### src/rtl/arbiter_8_rr.sv
// Eight-way round-robin arbiter with registered one-hot grant, encoded grant index
// and rotating priority. Optional forced release after HOLD_MAX cycles via `ARB_TIMEOUT_EN.
//
// state   | meaning
// --------+-----------------------------------------------------------
// S_IDLE  | no owner; scan req from ptr and grant the first set bit
// S_GRANT | gnt_id owns the resource until done, request drop, en low
//         | or (with ARB_TIMEOUT_EN) the hold counter expires
module arbiter_8_rr #(
   parameter int HOLD_MAX = 16
) (
   input  logic       clk,
   input  logic       rst_n,
   input  logic       en,
   input  logic [7:0] req,
   input  logic       done,
   output logic [7:0] gnt,
   output logic [2:0] gnt_id,
   output logic       valid,
   output logic       timeout
);

   typedef enum logic {
      S_IDLE  = 1'b0,
      S_GRANT = 1'b1
   } state_t;

   state_t     state_q, state_d;
   logic [2:0] ptr_q, ptr_d;
   logic [2:0] gnt_id_q, gnt_id_d;
   logic [7:0] gnt_q, gnt_d;

   logic [2:0] scan_idx;
   logic [2:0] pick_id;
   logic       owner_req;
   logic       tmo_hit;

   if (HOLD_MAX < 2 || HOLD_MAX > 255) begin : g_hold_max_check
      $error("arbiter_8_rr: HOLD_MAX must be in 2..255");
   end

   // Scan from the highest offset down so the lowest offset from ptr wins.
   always_comb begin
      scan_idx = 3'd0;
      pick_id  = ptr_q;
      for (int i = 7; i >= 0; i--) begin
         scan_idx = ptr_q + 3'(i);
         if (req[scan_idx]) begin
            pick_id = scan_idx;
         end
      end
   end

   assign owner_req = req[gnt_id_q];

`ifdef ARB_TIMEOUT_EN
   localparam logic [7:0] HOLD_LAST = 8'(HOLD_MAX - 1);

   logic [7:0] hold_cnt_q, hold_cnt_d;
   logic       timeout_q, timeout_d;

   assign tmo_hit = (hold_cnt_q == HOLD_LAST);

   always_comb begin
      hold_cnt_d = 8'd0;
      timeout_d  = 1'b0;
      if (state_q == S_GRANT) begin
         hold_cnt_d = hold_cnt_q + 8'd1;
         // A voluntary release in the same cycle wins; no timeout is reported then.
         timeout_d  = tmo_hit & ~done & owner_req;
      end
   end

   always_ff @(posedge clk or negedge rst_n) begin
      if (!rst_n) begin
         hold_cnt_q <= 8'd0;
         timeout_q  <= 1'b0;
      end else begin
         hold_cnt_q <= hold_cnt_d;
         timeout_q  <= timeout_d;
      end
   end

   assign timeout = timeout_q;
`else
   assign tmo_hit = 1'b0;
   assign timeout = 1'b0;
`endif

   always_comb begin
      state_d  = state_q;
      ptr_d    = ptr_q;
      gnt_id_d = gnt_id_q;
      gnt_d    = gnt_q;
      case (state_q)
         S_IDLE: begin
            if (en && (req != 8'h00)) begin
               state_d  = S_GRANT;
               gnt_id_d = pick_id;
               gnt_d    = 8'h01 << pick_id;
            end
         end
         S_GRANT: begin
            if (done || !owner_req || !en || tmo_hit) begin
               state_d  = S_IDLE;
               ptr_d    = gnt_id_q + 3'd1;
               gnt_id_d = 3'd0;
               gnt_d    = 8'h00;
            end
         end
         default: begin
            state_d  = S_IDLE;
            gnt_id_d = 3'd0;
            gnt_d    = 8'h00;
         end
      endcase
   end

   always_ff @(posedge clk or negedge rst_n) begin
      if (!rst_n) begin
         state_q  <= S_IDLE;
         ptr_q    <= 3'd0;
         gnt_id_q <= 3'd0;
         gnt_q    <= 8'h00;
      end else begin
         state_q  <= state_d;
         ptr_q    <= ptr_d;
         gnt_id_q <= gnt_id_d;
         gnt_q    <= gnt_d;
      end
   end

   assign gnt    = gnt_q;
   assign gnt_id = gnt_id_q;
   assign valid  = (state_q == S_GRANT);

endmodule
### config.mk
export PLATFORM = sky130hd
export DESIGN_NAME = arbiter_8_rr
export DESIGN_NICKNAME = d
export VERILOG_FILES = /design/src/rtl/arbiter_8_rr.sv
export SDC_FILE = /design/constraint.sdc
export NUM_CORES = 1
export LEC_CHECK = 0
export ABC_AREA = 0
export CORE_ASPECT_RATIO = 0.75
export CORE_UTILIZATION = 45
export CTS_CLUSTER_DIAMETER = 100
export DETAILED_ROUTE_END_ITERATION = 8
export GPL_TIMING_DRIVEN = 0
export PLACE_DENSITY_LB_ADDON = 0.08
export SLEW_MARGIN = 20
export SYNTH_ARGS = -nofsm -noshare
export SYNTH_HDL_FRONTEND = slang
export SYNTH_SLANG_ARGS = --single-unit
export TNS_END_PERCENT = 30
### constraint.sdc
create_clock -name clk -period 6.4 [get_ports clk]
set_input_delay 0.96 -clock clk [delete_from_list [all_inputs] [get_ports clk]]
set_output_delay 0.96 -clock clk [all_outputs]
set_load 0.02 [all_outputs]
# --- Word level (Yosys, flattened, before mapping) ---
# Index checks and enable logic that the tools add are counted.
classes:
  n_addsub: 8
  magnitude_cmp: 9
  n_eq_ne: 2
  n_shift: 1
  n_mux: 35
  n_bitwise: 1
  reduce_logical: 8
ops:
  columns: ["cell", "count"]
  rows:
  - ["< comparator 3 x 4 -> 1 bit, second input constant", 9]
  - ["2-to-1 mux 3 bit", 10]
  - ["binary-select mux 1 bit (select 3 bit)", 9]
  - ["2-to-1 mux 8 bit", 2]
  - ["case mux 8 bit (2 select lines)", 1]
  - ["adder 3 bit, second input constant", 4]
  - ["2-to-1 mux 1 bit", 11]
  - ["nonzero test 8 bit", 1]
  - ["<< shifter 1 x 3 -> 8 bit, first input constant", 1]
  - ["adder 3 x 1 -> 3 bit, second input constant", 2]
  - ["adder 3 x 2 -> 3 bit, second input constant", 2]
  - ["case mux 3 bit (2 select lines)", 1]
  - ["AND reduction 2 bit", 2]
  - ["zero test 1 bit", 2]
  - ["logical OR 1 bit", 2]
  - ["!= test 2 x 1 -> 1 bit, second input constant", 1]
  - ["!= test 2 bit, second input constant", 1]
  - ["case mux 1 bit (2 select lines)", 1]
  - ["logical AND 1 bit", 1]
  - ["inverter 1 bit", 1]
totals:
  ff_bits: 15
  inputBits: 12
  output_inout_bits: 13
  word_cells: 68

# --- Longest topological paths before layout ---
logic_depth:
  ltp_word: 14
  depth_mapped: 12
  depth_no_buf: 9

# --- Worst setup path after synthesis ---
# OpenSTA, ideal clock, no wires.
synth_path:
  path_type: "input port to flip-flop"
  start: "input port req[2]"
  end: "register gnt_q[7], in the netlist gnt[7]"
  setup_time_ps: 121
  arrival_ps: 2785
  required_time_ps: 6279
  path_slack_ps: 3495
  cell_stages: 7
  n_path_buf: 0
  cell_sequence: "mux4_1 and2_1 or4_1 a21oi_1 a211oi_2 and3_1 a22o_1"
synth_via:
  elab_chain_len: 13
  elab_cells_between_ends: 37
  cone_classes: "eq/ne (2); shift (1); mux (28); reduce/logical (6)"
synth_lines:
  columns: ["item", "line", "text"]
  rows:
  - ["from (decl)", "15", "input logic [7:0] req,"]
  - ["binary-select mux 1 bit (select 3 bit)", "48", "if (req[scan_idx]) begin"]
  - ["2-to-1 mux 1 bit (not written as such)", "48", null]
  - ["2-to-1 mux 3 bit (8 in a row)", "48", null]
  - ["<< shifter 1 x 3 -> 8 bit", "100", "gnt_d = 8'h01 << pick_id;"]
  - ["2-to-1 mux 8 bit", "97", "if (en && (req != 8'h00)) begin"]
  - ["case mux 8 bit (2 select lines)", "95", "case (state_q)"]
  - ["to (signal assigned)", "129", "gnt_q <= gnt_d;"]
  - ["to (decl)", "31", "logic [7:0] gnt_q, gnt_d;"]
# Parallel ways exist; a longest one is shown, timed or not. The select of a mux whose other input is x is not followed.
# A chain may end at the register's enable or synchronous reset.

# --- Worst setup path in the final report ---
# Same ends and word-level chain as after synthesis.

==> flow_metrics.py <==
metrics = {
    "outcome": {
        "status": "complete, no violations",
    },
    "setup_path": {
        "cp-end-kind": "flip-flop",
        "worstPathRequired_ps": 6530,
        "worstPathArrival_ps": 3530,
        "critPathLaunchType": "input pin",
        "regToRegEndpoint": "gnt[6]$_DFFE_PN0P_",
        "crit_fanout": 9,
        "crit_type": "input pin to flip-flop",
        "reg2reg_depth": 12,
        "reg2reg_from": "ptr_q[1]$_DFFE_PN0P_",
        "path_cells": "clkdlybuf4s50_1, mux4_1, and2_1, or4_1, a21oi_1, a211oi_2, and3_1, a22o_1",
        "setup.worst_path.start": "req[2]",
        "endpoint": "gnt[7]$_DFFE_PN0P_",
        "cp_slowest_cell": "mux4_1",
        "crit_path_max_incr_delay_ps": 610,
        "r2r_slack_ps": 3150,
    },
    "timing": {
        "setup_violations": 0,
        "finalCriticalPeriod_ps": 3400,
        "finalMaxSlewViolations": 0,
        "worst_slew_pin_slew_ps": 679,
        "grt_setup_unrepaired": "false",
        "final_hold_viol_count": 0,
        "slew_headroom_pct": 54.6,
        "fmax_mhz": 294,
        "finClkSkew_ps": 5.43,
        "setup_tns_ps": 0,
        "min_period_over_period_pct": 53.2,
    },
    "clock_network": {
        "cts_buffers": 3,
        "ctsResizeCount": 0,
        "clk_pin_slew_ps": 60,
        "cts_tree": "done",
        "root_buffer": "clkbuf_8",
        "ctsHtreeMaxLevel": 1,
        "cts_sinks": 15,
        "hold_buffers": 0,
        "clock_latency_ps": 250,
        "cts_max_path_buffers": 2,
        "postCtsSetupBuffers": 0,
    },
    "layout": {
        "multi_input_area_um2": 1050,
        "fin_util_pct": 60.0,
        "fillers": 262,
        "fin_nets": 194,
        "area_growth_pct": 21.4,
        "register_area_um2": 375,
        "drive_gt1_share_pct": 15.7,
        "antenna_cells": 0,
    },
    "detailed_routing": {
        "routed_wl_mm": 3.58,
        "vias": 1352,
        "dr.pass1.iters": 4,
        "antenna_left": 0,
        "drcViolationCount": 0,
        "wl_per_cell_um": 16.6,
        "via_per_inst": 6.26,
        "drtIter0Drc": 95,
    },
    "power": {
        "p_leak_nw": 0.731,
        "power_density_nw_per_um2": 639,
        "max-vdd-ir-drop_mv": 0.426,
    },
    "logic_synthesis": {
        "synth_seq_cells": 15,
        "ys_seq_area_share_pct": 24.8,
        "synthCells": 151,
        "ys_types": 57,
        "synth_top_area_share_pct": 24.8,
        "syn_area_per_cell_um2": 10.0,
        "synthTopCellsByArea": "dfrtp_1 (25%), mux4_2 (13%), mux2i_1 (6.0%)",
        "synth_warnings": 0,
        "synth_edf_count": 0,
        "synth_ff_type": "dfrtp_1",
        "syn_area_um2": 1510,
        "syn_nets": 166,
        "synth_area_leader_cell": "dfrtp_1",
        "async_flop_share_pct": 100,
    },
    "die": {
        "dieWidth_um": 69.0,
        "die-height_um": 52.2,
        "rows": 17,
        "io_pins": 25,
        "coreArea_um2": 3060,
        "die_area_um2": 3600,
        "start_util_pct": 49.4,
    },
    "global_routing": {
        "grt_pass1_wl_mm": 5.89,
        "antenna_found_initial": 0,
        "grtUsageMet3_pct": 6.30,
        "overflow": 0,
        "top_usage_layer": "met1",
        "grtUsageMet2_pct": 32.7,
        "met1_usage_pct": 33.7,
        "grt_start_max_net_pins": 16,
        "grt_pass1_vias": 1230,
        "grt_use_total_pct": 22.4,
    },
    "worst_hold_path": {
        "hold_class": "flip-flop to flip-flop",
        "min_path_cells": 2,
    },
    "placement": {
        "gp_congestion": 0.989,
        "dpl.hpwl_mm": 2.66,
        "io_buffer_count": 23,
    },
    "job": {
        "drv_cap": 0,
    },
}
-- worst max-delay path, delay by kind of cell --
family / cells / cell delay, ps
buf+inv: 1 / 530
mux: 1 / 610
compound gates: 3 / 540
simple gates: 3 / 890
-- area by class of cell --
cell class | count | share of cell area [%]
multi-input combinational | 123 | 57.2
tap | 38 | 2.59
clock buffer | 3 | 2.25
inverter | 4 | 0.817
timing repair buffer | 23 | 12.5
buffer | 9 | 3.95
sequential | 15 | 20.4
clock inverter | 1 | 0.272
-- metrics by stage --
step / hold WS [ps] / std cells / total power, W / setup WS (ps) / instance area [um2]
2_1_floorplan: 586 / 151 / 0.000888 / 3490 / 1510
3_3_place_gp: 459 / 212 / 0.00107 / 2780 / 1790
3_5_place_dp: 475 / 212 / 0.00109 / 2760 / 1790
4_1_cts: 489 / 216 / 0.00117 / 3010 / 1840
5_1_grt: 517 / 216 / 0.00127 / 2830 / 1840
6_report: 484 / 216 / 0.00117 / 3000 / 1840
-- sequential cells by signal (all words and copies together), names as in the netlist --
signal,count
valid,1
gnt_id,3
ptr_q,3
gnt,8
-- layer usage --
| layer | wire length, um | vias up |
|---|---|---|
| met5 | 0 | - |
| met4 | 0 | 0 |
| met3 | 319 | 0 |
| met2 | 1560 | 61 |
| met1 | 1690 | 648 |
| li1 | - | 643 |
-- worst min-delay path by stage --
stage | startpoint | to | slack, ps
floorplan | gnt[0]$_DFFE_PN0P_ | gnt[0]$_DFFE_PN0P_ | 590
global placement | gnt[0]$_DFFE_PN0P_ | gnt[0]$_DFFE_PN0P_ | 460
detailed placement | gnt[0]$_DFFE_PN0P_ | gnt[0]$_DFFE_PN0P_ | 470
CTS | gnt[0]$_DFFE_PN0P_ | gnt[0]$_DFFE_PN0P_ | 490
global route | gnt[1]$_DFFE_PN0P_ | gnt[1]$_DFFE_PN0P_ | 520
finish | gnt[0]$_DFFE_PN0P_ | gnt[0]$_DFFE_PN0P_ | 480
-- synthesized netlist by cell type (3+ instances only) --
master and number:
inv_1 4, dfrtp_1 15, o21ai_1 3, mux4_2 9
a22o_1 5, mux2i_1 9, nand2b_1 5, nand2_1 19
o21ai_0 4, a21oi_1 6, ha_1 3, nand3b_1 3
and2_1 3, nand3_1 3, nor2_1 5
-- placed cells by master, fill, tap and decap left out, drive strengths merged, types with 2 or more instances in the layout --
cell type,instances
clkdlybuf4s50,23
nand2,19
dfrtp,15
mux4,11
mux2i,10
o21ai,8
a21oi,6
buf,6
nand2b,5
nor2,5
a22o,5
clkbuf,5
inv,4
mux2,4
and2,3
nand3,3
nand3b,3
ha,3
xnor2,3
a211oi,3
nor4,2
nor3b,2
o21a,2
xor2,2
a221oi,2
nor2b,2
nor3,2
a22oi,2
-- kinds of logic (layout without fill, tap and decap cells) --
group | count (synthesis) | count (layout) | share of synthesized area, %
other cells | 1 | 1 | 0.248
compound gates | 40 | 40 | 19.7
buf+inv | 13 | 40 | 5.79
mux | 25 | 25 | 27.2
fa+ha+maj | 3 | 3 | 2.48
simple gates | 49 | 49 | 16.4
flops | 15 | 15 | 24.8
xor+xnor | 5 | 5 | 3.39
-- power by group --
| part | total [W] | internal (W) | switching [W] |
|---|---|---|---|
| registers | 0.000165 | 0.000130 | 0.0000345 |
| logic | 0.000933 | 0.000432 | 0.000501 |
| clock network | 0.0000759 | 0.0000431 | 0.0000329 |
| total | 0.00117 | 0.000605 | 0.000568 |
(Power assumes the default switching activity.)
